## src/rtl/ifetch_pkg.sv

```systemverilog
// Shared types and constants for the instruction fetch stage.
package ifetch_pkg;

  localparam int unsigned XLEN       = 32;
  localparam int unsigned FAULT_BITS = 2;

  typedef logic [FAULT_BITS-1:0] fault_t;

  localparam fault_t FAULT_NONE     = 2'b00;
  localparam fault_t FAULT_MISALIGN = 2'b01;
  localparam fault_t FAULT_BUSERR   = 2'b10;

  typedef enum logic [0:0] {
    ST_RUN  = 1'b0,
    ST_HALT = 1'b1
  } fetch_state_e;

  typedef struct packed {
    logic            valid;
    logic            pending;
    logic [XLEN-1:0] pc;
    logic [XLEN-1:0] data;
    fault_t          fault;
  } fetch_entry_t;

endpackage

```

## src/rtl/ifetch_buf.sv

```systemverilog
// In-order fetch buffer: entries are reserved at issue, filled by responses
// in order, and popped from the head; flush drops everything.
module ifetch_buf
  import ifetch_pkg::*;
#(
  parameter int unsigned DEPTH = 2
) (
  input  logic            clk_i,
  input  logic            rst_ni,
  input  logic            flush_i,
  input  logic            alloc_i,
  input  fetch_entry_t    alloc_entry_i,
  input  logic            fill_i,
  input  logic [XLEN-1:0] fill_data_i,
  input  fault_t          fill_fault_i,
  input  logic            pop_i,
  output fetch_entry_t    head_o
);

  localparam int unsigned PW = (DEPTH > 1) ? $clog2(DEPTH) : 1;

  fetch_entry_t    mem [DEPTH];
  logic [PW-1:0]   head_ptr;
  logic [PW-1:0]   tail_ptr;
  logic [PW-1:0]   fill_ptr;

  // Pending entries always sit between the filled prefix and the tail, so a
  // dedicated fill pointer tracks the oldest one; pointers wrap naturally.
  always_ff @(posedge clk_i or negedge rst_ni) begin
    if (!rst_ni) begin
      for (int i = 0; i < int'(DEPTH); i++) mem[i] <= '0;
      head_ptr <= '0;
      tail_ptr <= '0;
      fill_ptr <= '0;
    end else if (flush_i) begin
      for (int i = 0; i < int'(DEPTH); i++) mem[i] <= '0;
      head_ptr <= '0;
      tail_ptr <= '0;
      fill_ptr <= '0;
    end else begin
      if (pop_i) begin
        mem[head_ptr].valid <= 1'b0;
        head_ptr            <= head_ptr + PW'(1);
      end
      if (fill_i) begin
        mem[fill_ptr].data    <= fill_data_i;
        mem[fill_ptr].fault   <= fill_fault_i;
        mem[fill_ptr].pending <= 1'b0;
        fill_ptr              <= fill_ptr + PW'(1);
      end
      // Allocation last: a full ring may reuse the slot popped this cycle.
      if (alloc_i) begin
        mem[tail_ptr] <= alloc_entry_i;
        tail_ptr      <= tail_ptr + PW'(1);
      end
    end
  end

  assign head_o = mem[head_ptr];

endmodule

```

## src/rtl/ifetch_unit.sv

```systemverilog
// Instruction fetch stage: issues in-order memory requests from the PC unit,
// buffers responses for decode and steers the PC unit on redirects.
module ifetch_unit
  import ifetch_pkg::*;
#(
  parameter int unsigned DEPTH   = 2,
  parameter int unsigned FAULT_W = 2
) (
  input  logic               clk_i,
  input  logic               rst_ni,
  input  logic [31:0]        pc_i,
  input  logic               pc_aligned_i,
  output logic               pc_en_o,
  output logic               pc_ld_o,
  output logic               pc_dr_o,
  output logic [31:0]        pc_ld_val_o,
  input  logic               redirect_i,
  input  logic               redirect_rel_i,
  input  logic [31:0]        redirect_val_i,
  output logic               imem_req_o,
  output logic [31:0]        imem_addr_o,
  input  logic               imem_gnt_i,
  input  logic               imem_rvalid_i,
  input  logic [31:0]        imem_rdata_i,
  input  logic               imem_err_i,
  output logic               instr_valid_o,
  input  logic               instr_ready_i,
  output logic [31:0]        instr_o,
  output logic [31:0]        instr_pc_o,
  output logic [FAULT_W-1:0] instr_fault_o
);

  localparam int unsigned CW = $clog2(DEPTH) + 1;
  localparam int unsigned SW = CW + 1;

  fetch_state_e state, state_nx;
  logic [CW-1:0] occ, outst, kill;
  logic [SW-1:0] used;
  fetch_entry_t  head, alloc_entry;
  logic          head_ok, pop, room, run_ok, mis_push, issue, rsp, killed, fill;
  fault_t        fill_fault;

  // Slot accounting: filled entries plus in-flight requests (live or killed)
  // must stay below DEPTH; a same-cycle pop frees its slot for reuse.
  always_comb begin
    head_ok     = head.valid & ~head.pending;
    pop         = head_ok & instr_ready_i;
    used        = SW'(occ) + SW'(outst) - SW'(pop);
    room        = used < SW'(DEPTH);
    run_ok      = rst_ni & (state == ST_RUN) & ~redirect_i & room;
    mis_push    = run_ok & ~pc_aligned_i;
    issue       = run_ok & pc_aligned_i & imem_gnt_i;
    rsp         = imem_rvalid_i & (outst != '0);
    killed      = rsp & (kill != '0);
    fill        = rsp & ~killed & ~redirect_i;
    fill_fault  = imem_err_i ? FAULT_BUSERR : FAULT_NONE;
    alloc_entry = '{valid:   1'b1,
                    pending: issue,
                    pc:      pc_i,
                    data:    '0,
                    fault:   issue ? FAULT_NONE : FAULT_MISALIGN};
  end

  always_ff @(posedge clk_i or negedge rst_ni) begin
    if (!rst_ni) state <= ST_RUN;
    else         state <= state_nx;
  end

  always_comb begin
    state_nx = state;
    if (redirect_i)                         state_nx = ST_RUN;
    else if (state == ST_RUN && mis_push)   state_nx = ST_HALT;
  end

  always_comb begin
    imem_req_o    = run_ok & pc_aligned_i;
    imem_addr_o   = pc_i;
    pc_en_o       = issue | (rst_ni & redirect_i);
    pc_ld_o       = redirect_i;
    pc_dr_o       = redirect_rel_i;
    pc_ld_val_o   = redirect_val_i;
    instr_valid_o = head_ok;
    instr_o       = head_ok ? head.data : '0;
    instr_pc_o    = head_ok ? head.pc   : '0;
    instr_fault_o = head_ok ? FAULT_W'(head.fault) : '0;
  end

  // On redirect every in-flight response becomes a kill, except one
  // returning in the same cycle, which is simply dropped.
  always_ff @(posedge clk_i or negedge rst_ni) begin
    if (!rst_ni) begin
      occ   <= '0;
      outst <= '0;
      kill  <= '0;
    end else if (redirect_i) begin
      occ   <= '0;
      outst <= outst - CW'(rsp);
      kill  <= outst - CW'(rsp);
    end else begin
      occ   <= occ + CW'(fill) + CW'(mis_push) - CW'(pop);
      outst <= outst + CW'(issue) - CW'(rsp);
      kill  <= kill - CW'(killed);
    end
  end

  ifetch_buf #(.DEPTH(DEPTH)) u_buf (
    .clk_i         (clk_i),
    .rst_ni        (rst_ni),
    .flush_i       (redirect_i),
    .alloc_i       (issue | mis_push),
    .alloc_entry_i (alloc_entry),
    .fill_i        (fill),
    .fill_data_i   (imem_rdata_i),
    .fill_fault_i  (fill_fault),
    .pop_i         (pop),
    .head_o        (head)
  );

endmodule
```

## config.mk

```make
export PLATFORM = sky130hd
export DESIGN_NAME = ifetch_unit
export DESIGN_NICKNAME = d
export VERILOG_FILES = /design/src/rtl/ifetch_pkg.sv /design/src/rtl/ifetch_buf.sv /design/src/rtl/ifetch_unit.sv
export SDC_FILE = /design/constraint.sdc
export NUM_CORES = 1
export LEC_CHECK = 0
export CAP_MARGIN = 20
export CORE_MARGIN = 2
export CORE_UTILIZATION = 48
export CTS_CLUSTER_SIZE = 14
export DETAILED_ROUTE_END_ITERATION = 10
export PLACE_DENSITY_LB_ADDON = 0.08
export REMOVE_ABC_BUFFERS = 1
export SETUP_SLACK_MARGIN = 0.1
export SLEW_MARGIN = 10
export SYNTH_ARGS = -nofsm -noshare
export SYNTH_HDL_FRONTEND = slang
export SYNTH_SLANG_ARGS = --single-unit
```

## constraint.sdc

```tcl
create_clock -name clk_i -period 4.1 [get_ports clk_i]
set_clock_uncertainty 0.15 [all_clocks]
set_input_delay 0.82 -clock clk_i [delete_from_list [all_inputs] [get_ports clk_i]]
set_output_delay 0.82 -clock clk_i [all_outputs]
set_load 0.05 [all_outputs]
```

* After elaboration in Yosys (flattened, before gate mapping)
Cells that the tools add are included.
** Storage, ports and cells
- Output and inout port bits :: 135
- Logic and storage cells :: 109
- Input bits :: 105
- Register bits after elaboration :: 146
** Cells by class
- $lt $le $gt $ge :: 7
- Add/sub/neg operators :: 12
- Muxes and demuxes :: 40
- Bitwise gates (word level) :: 23
- Reductions and logical operators :: 10
** Operators by type and width (number)
- $mux 136 :: 6
- $bwmux 136 :: 5
- $demux 68 s1 :: 5
- $mux 68 :: 5
- $mux 67 :: 1
- $mux 32 :: 2
- $mux 34 :: 1
- $and 1x1->1 :: 13
- $mux 2 :: 6
- $reduce_bool 2->1 :: 6
- $mux 1 :: 9
- $sub 2x1->2 :: 4
- $add 2x1->2 :: 3
- $ge 2x2->1 const B :: 3
- $lt 2x1->1 const B :: 3
- $not 1->2 :: 3
- $not 1->1 :: 5
- $logic_and 1x1->1 :: 4
- $add 1x1->1 const B :: 3
- $add 2x2->3 :: 1
- $lt 3x2->1 const B :: 1
- $sub 3x1->3 :: 1
- $or 1x1->1 :: 2

* Longest topological paths before layout
- Depth after elaboration :: 17
- Depth in mapped cells :: 13
- Depth with buffers taken out :: 12

* By module
Synthesis repeated with hierarchy kept, for this count alone.
** Unflattened totals
- Cells, all modules :: 967
- Area total of the unflattened synthesis :: 8435.6 µm²
** By module, submodules not included
- ifetch_buf :: times used 1, seq. area each 3478.3 µm², area an instance 6907.9 µm², cells each 767
- ifetch_unit :: times used 1, seq. area each 175.2 µm², area an instance 1527.7 µm², cells each 200

* Least setup slack after synthesis
OpenSTA, ideal clock, no wires.
- Kind :: in2out
- From :: in instr_ready_i
- To :: out pc_en_o
- Stages on the path :: 6
- Setup slack :: 0.268 ns
- Buffers on the path :: 0
- Arrival time :: 2.862 ns
- Required time :: 3.130 ns
- Cell sequence :: o21a_1 -> mux2_2 -> fa_1 -> nor4bb_1 -> nand4_1 -> nand2_1
** Between the ends
- Longest elaborated chain between the ends :: 7
** RTL lines
- start: declaration :: RTL line ifetch_unit.sv:27 : input logic instr_ready_i,
- $and 1x1->1 :: RTL line ifetch_unit.sv:47 : pop = head_ok & instr_ready_i;
- $sub 3x1->3 :: RTL line ifetch_unit.sv:48 : used = SW'(occ) + SW'(outst) - SW'(pop);
- $lt 3x2->1 :: RTL line ifetch_unit.sv:49 : room = used < SW'(DEPTH);
- $and 1x1->1 :: RTL line ifetch_unit.sv:50 : run_ok = rst_ni & (state == ST_RUN) & ~redirect_i & room;
- $and 1x1->1 (2 in a row) :: RTL line ifetch_unit.sv:52 : issue = run_ok & pc_aligned_i & imem_gnt_i;
- $or 1x1->1 :: RTL line ifetch_unit.sv:78 : pc_en_o = issue | (rst_ni & redirect_i);
- end: declaration :: RTL line ifetch_unit.sv:13 : output logic pc_en_o,
No other way between the ends.

* Final worst setup path
- From :: reg u_buf.head_ptr
- To :: out pc_en_o
** Between the ends
- Longest elaborated chain between the ends :: 13
** RTL lines
- start: declaration :: RTL line ifetch_buf.sv:23 : logic [PW-1:0] head_ptr;
- start signal: assignment :: RTL line ifetch_buf.sv:43 : head_ptr <= head_ptr + PW'(1);
- $not 1->2 (not written as such) * :: RTL line ifetch_buf.sv:59 : assign head_o = mem[head_ptr];
- $mux 68 (not written as such) * (3 in a row) :: RTL line ifetch_buf.sv:59
- $not 1->1 :: RTL line ifetch_unit.sv:46 : head_ok = head.valid & ~head.pending;
- $and 1x1->1 * :: RTL line ifetch_unit.sv:46
- $and 1x1->1 * :: RTL line ifetch_unit.sv:47
- $sub 3x1->3 * :: RTL line ifetch_unit.sv:48
- $lt 3x2->1 * :: RTL line ifetch_unit.sv:49
- $and 1x1->1 * :: RTL line ifetch_unit.sv:50
- $and 1x1->1 * (2 in a row) :: RTL line ifetch_unit.sv:52
- $or 1x1->1 * :: RTL line ifetch_unit.sv:78
Every way passes the cells marked *; elsewhere a longest branch is shown, timed or not. The select of a mux whose other input is x is not followed.

==> summary.txt <==
Run status
  • Outcome: completed

Finish
  • Most common cell after layout, fill and taps aside: clkdlybuf4s50_1
  • ANT cells: 0
  • Share of cells above drive strength 1: 0.131
  • Commonest cells after routing, fill and taps aside: 168 x clkdlybuf4s50_1, 145 x dfrtp_1, 87 x mux2i_1
  • Multi-input logic area: around 0.0038 mm²
  • Layout Nets: 1,042
  • Syn-to-layout area delta: 27.7%
  • Final Util: 0.631
  • Fill cells: about 1,400
  • Register area: 0.00366 mm²

Floorplanning
  • Starting Density: 0.494
  • Site row count: 47
  • Die footprint: roughly 0.018 mm²
  • CORE AREA: 0.0167 mm²
  • I/O pins: 240
  • Die X: 135 µm
  • Die height: approximately 140 µm

GRT
  • Largest net degree at the start of global routing: 77
  • Initial antenna violation count: 0
  • Total global-route track usage: 0.251
  • Gr ovfl total: 0
  • Vias in the first global route: 6,790
  • Global-route wire length before repair: about 36,000 µm

Yosys
  • Cell count after synthesis: 842
  • Sequential area share after synthesis: 0.443
  • Ys async rst share: 1.00
  • Ys Warns: 0
  • Number of synthesized flops with an enable pin: 0
  • FF+latch count, synth: about 150
  • Syn_area_per_cell: 9.79 µm²
  • Netlist cell types: 45
  • Synthesized cell area: between 0.008 and 0.009 mm²
  • Commonest register cell after synthesis: dfrtp_1

STA
  • Worst slew pin tran: a little under 1 ns
  • Endpoints failing hold: 0
  • Worst slew margin relative to its limit: 0.352
  • RSZ-0062 raised after global routing: yes
  • Fmax: roughly 250 MHz
  • Ratio of final minimum period to clock period: 0.969
  • Final number of setup-violating endpoints: 0
  • Final hold slack: 0.125 ns
  • TNS Setup: 0 ns
  • Minimum clock period: just under 4 ns
  • Worst setup margin: approximately 0.13 ns
  • Max Transition Viols Final: 0

Setup path
  • Worst Path Max Fanout: 3
  • FF-to-FF Start: u_buf.head_ptr$_DFFE_PN0P_
  • Worst path slowest cell: fa_1
  • Worst path max stage delay: about 0.54 ns
  • Worst setup path startpoint: u_buf.head_ptr$_DFFE_PN0P_
  • Crit path DAT: ~3.0 ns
  • CP Launch Type: flip-flop
  • Critical path's top delay family: simple AND/OR/NAND/NOR gates
  • CP required: between 3 and 4 ns
  • Buf+Inv Stages, Crit Path: 2
  • WS Path Type: reg -> out
  • Setup crit end kind: primary output
  • Cells along the critical path: and3b_1 -> o21a_1 -> mux2_4 -> fa_1 -> nor4bb_4 -> buf_4 -> nand4_1 -> nand2_2 -> buf_12

Clock network
  • CTS clk-pin slew, worst paths: ~0.060 ns
  • Clock sinks: approximately 150
  • CTS Buffer Depth: 2
  • CTS buffer count: 17
  • Root buf cell: clkbuf_16
  • CTS tree: yes
  • H-tree depth: 4
  • Worst skew pair latency: about 0.41 ns

Pwr
  • Power Total: around 5100 µW
  • PwrDens: 482 mW/mm²
  • Leakage: between 0.004 and 0.005 µW
  • Max VDD drop: approximately 330 µV

Drt
  • 1st-iter DRT viols: roughly 520
  • Routed length per placed instance: just under 20 µm
  • Pre-Repair DR Iteration Count: 4
  • ANT nets after route: 0
  • Vias/cell: about 5.6
  • Final wirelength: 22,600 µm
  • Via count: approximately 6,500
  • DRC Markers: 0

Place
  • Routability congestion estimate: 0.866
  • IO Port Bufs: 173
  • DP Worst Slack: -0.257 ns
  • Final HPWL DP: around 14,000 µm

Worst hold path
  • Hold Path Class: in -> async

Job
  • Max Cap Viol: 0
[registers in the layout, summed over array words and instances (netlist names)]
name and cells:
kill 2, u_buf.mem 136, u_buf.tail_ptr 1, outst 2
state 1, u_buf.fill_ptr 1, u_buf.head_ptr 1, occ 2
[per-stage QoR]
step           instances  area (µm²)
2_1_floorplan        707        7440
3_3_place_gp        1125        9780
3_5_place_dp        1127        9820
4_1_cts             1162       10500
5_1_grt             1162       10500
6_report            1162       10500
[metal layers]
layer,up-vias,track usage,routed length (µm)
li1,2999,-,-
met1,3270,0.337,9720
met2,237,0.397,10900
met3,17,0.0773,1690
met4,2,0.0619,194
met5,-,0.0194,43
[layout make-up]
type,instances,share of cell area
Multi-Input combinational cell,542,0.362
Sequential cell,146,0.347
Timing Repair Buffer,203,0.197
Clock buffer,18,0.0408
Tap cell,220,0.0261
Clock inverter,14,0.0202
Inverter,19,0.00677
[final timing paths]
check                                              to  slack (ns)  cells after the start
setup / recovery                              pc_en_o        0.13                      9
hold / removal             u_buf.mem[127]$_DFFE_PN0P_        0.12                      1
setup reg to reg                   outst[1]$_DFF_PN0_        0.31                     15
hold reg to reg             u_buf.mem[63]$_DFFE_PN0P_        0.39                      2
max in group asynchronous  u_buf.mem[107]$_DFFE_PN0P_        1.83                      3
min in group clk_i          u_buf.mem[63]$_DFFE_PN0P_        0.39                      2
[what timing repair did]
item	in CTS	in global routing
gates resized for setup	7	3
setup buffers	3	0
endpoints found under the setup margin	31	37
hold buffers	0	0
pin swaps	3	2
[cells by family after synthesis]
group                      Yosys count  share of synthesized area
and+or+nand+nor                    243                      0.145
buffers and inverters              154                      0.106
AOI/OAI and AO/OA                  151                     0.0980
DFF                                146                      0.443
muxes                              132                      0.185
xor gates and xnor gates             8                    0.00850
adders and majority gates            8                     0.0140
[report_power, final]
group	switching [µW]	internal, µW
Combinational	976	664
Sequential	135	1610
Clock	612	1080
[cells in the mapped netlist, drive strengths merged (2+ instances only)]
master  instances  area (µm²)
nand2          35         131
mux2i          87         871
nand4           2        12.5
mux2           45         653
o211ai          2        15.0
inv            19        71.3
o21ai          70         350
nand3b          2        15.0
nor2           74         278
buf            80         599
xor2            2        17.5
fa              2        40.0
clkbuf         55         206
xnor2           6        52.6
a21oi          69         345
nand3          67         335
o41ai           2        32.5
nor4            4        25.0
o32ai           2        17.5
or4             3        22.5
ha              6        75.1
nor2b          45         282
nor3b           2        15.0
dfrtp         146        3650
(Power assumes the default switching activity.)
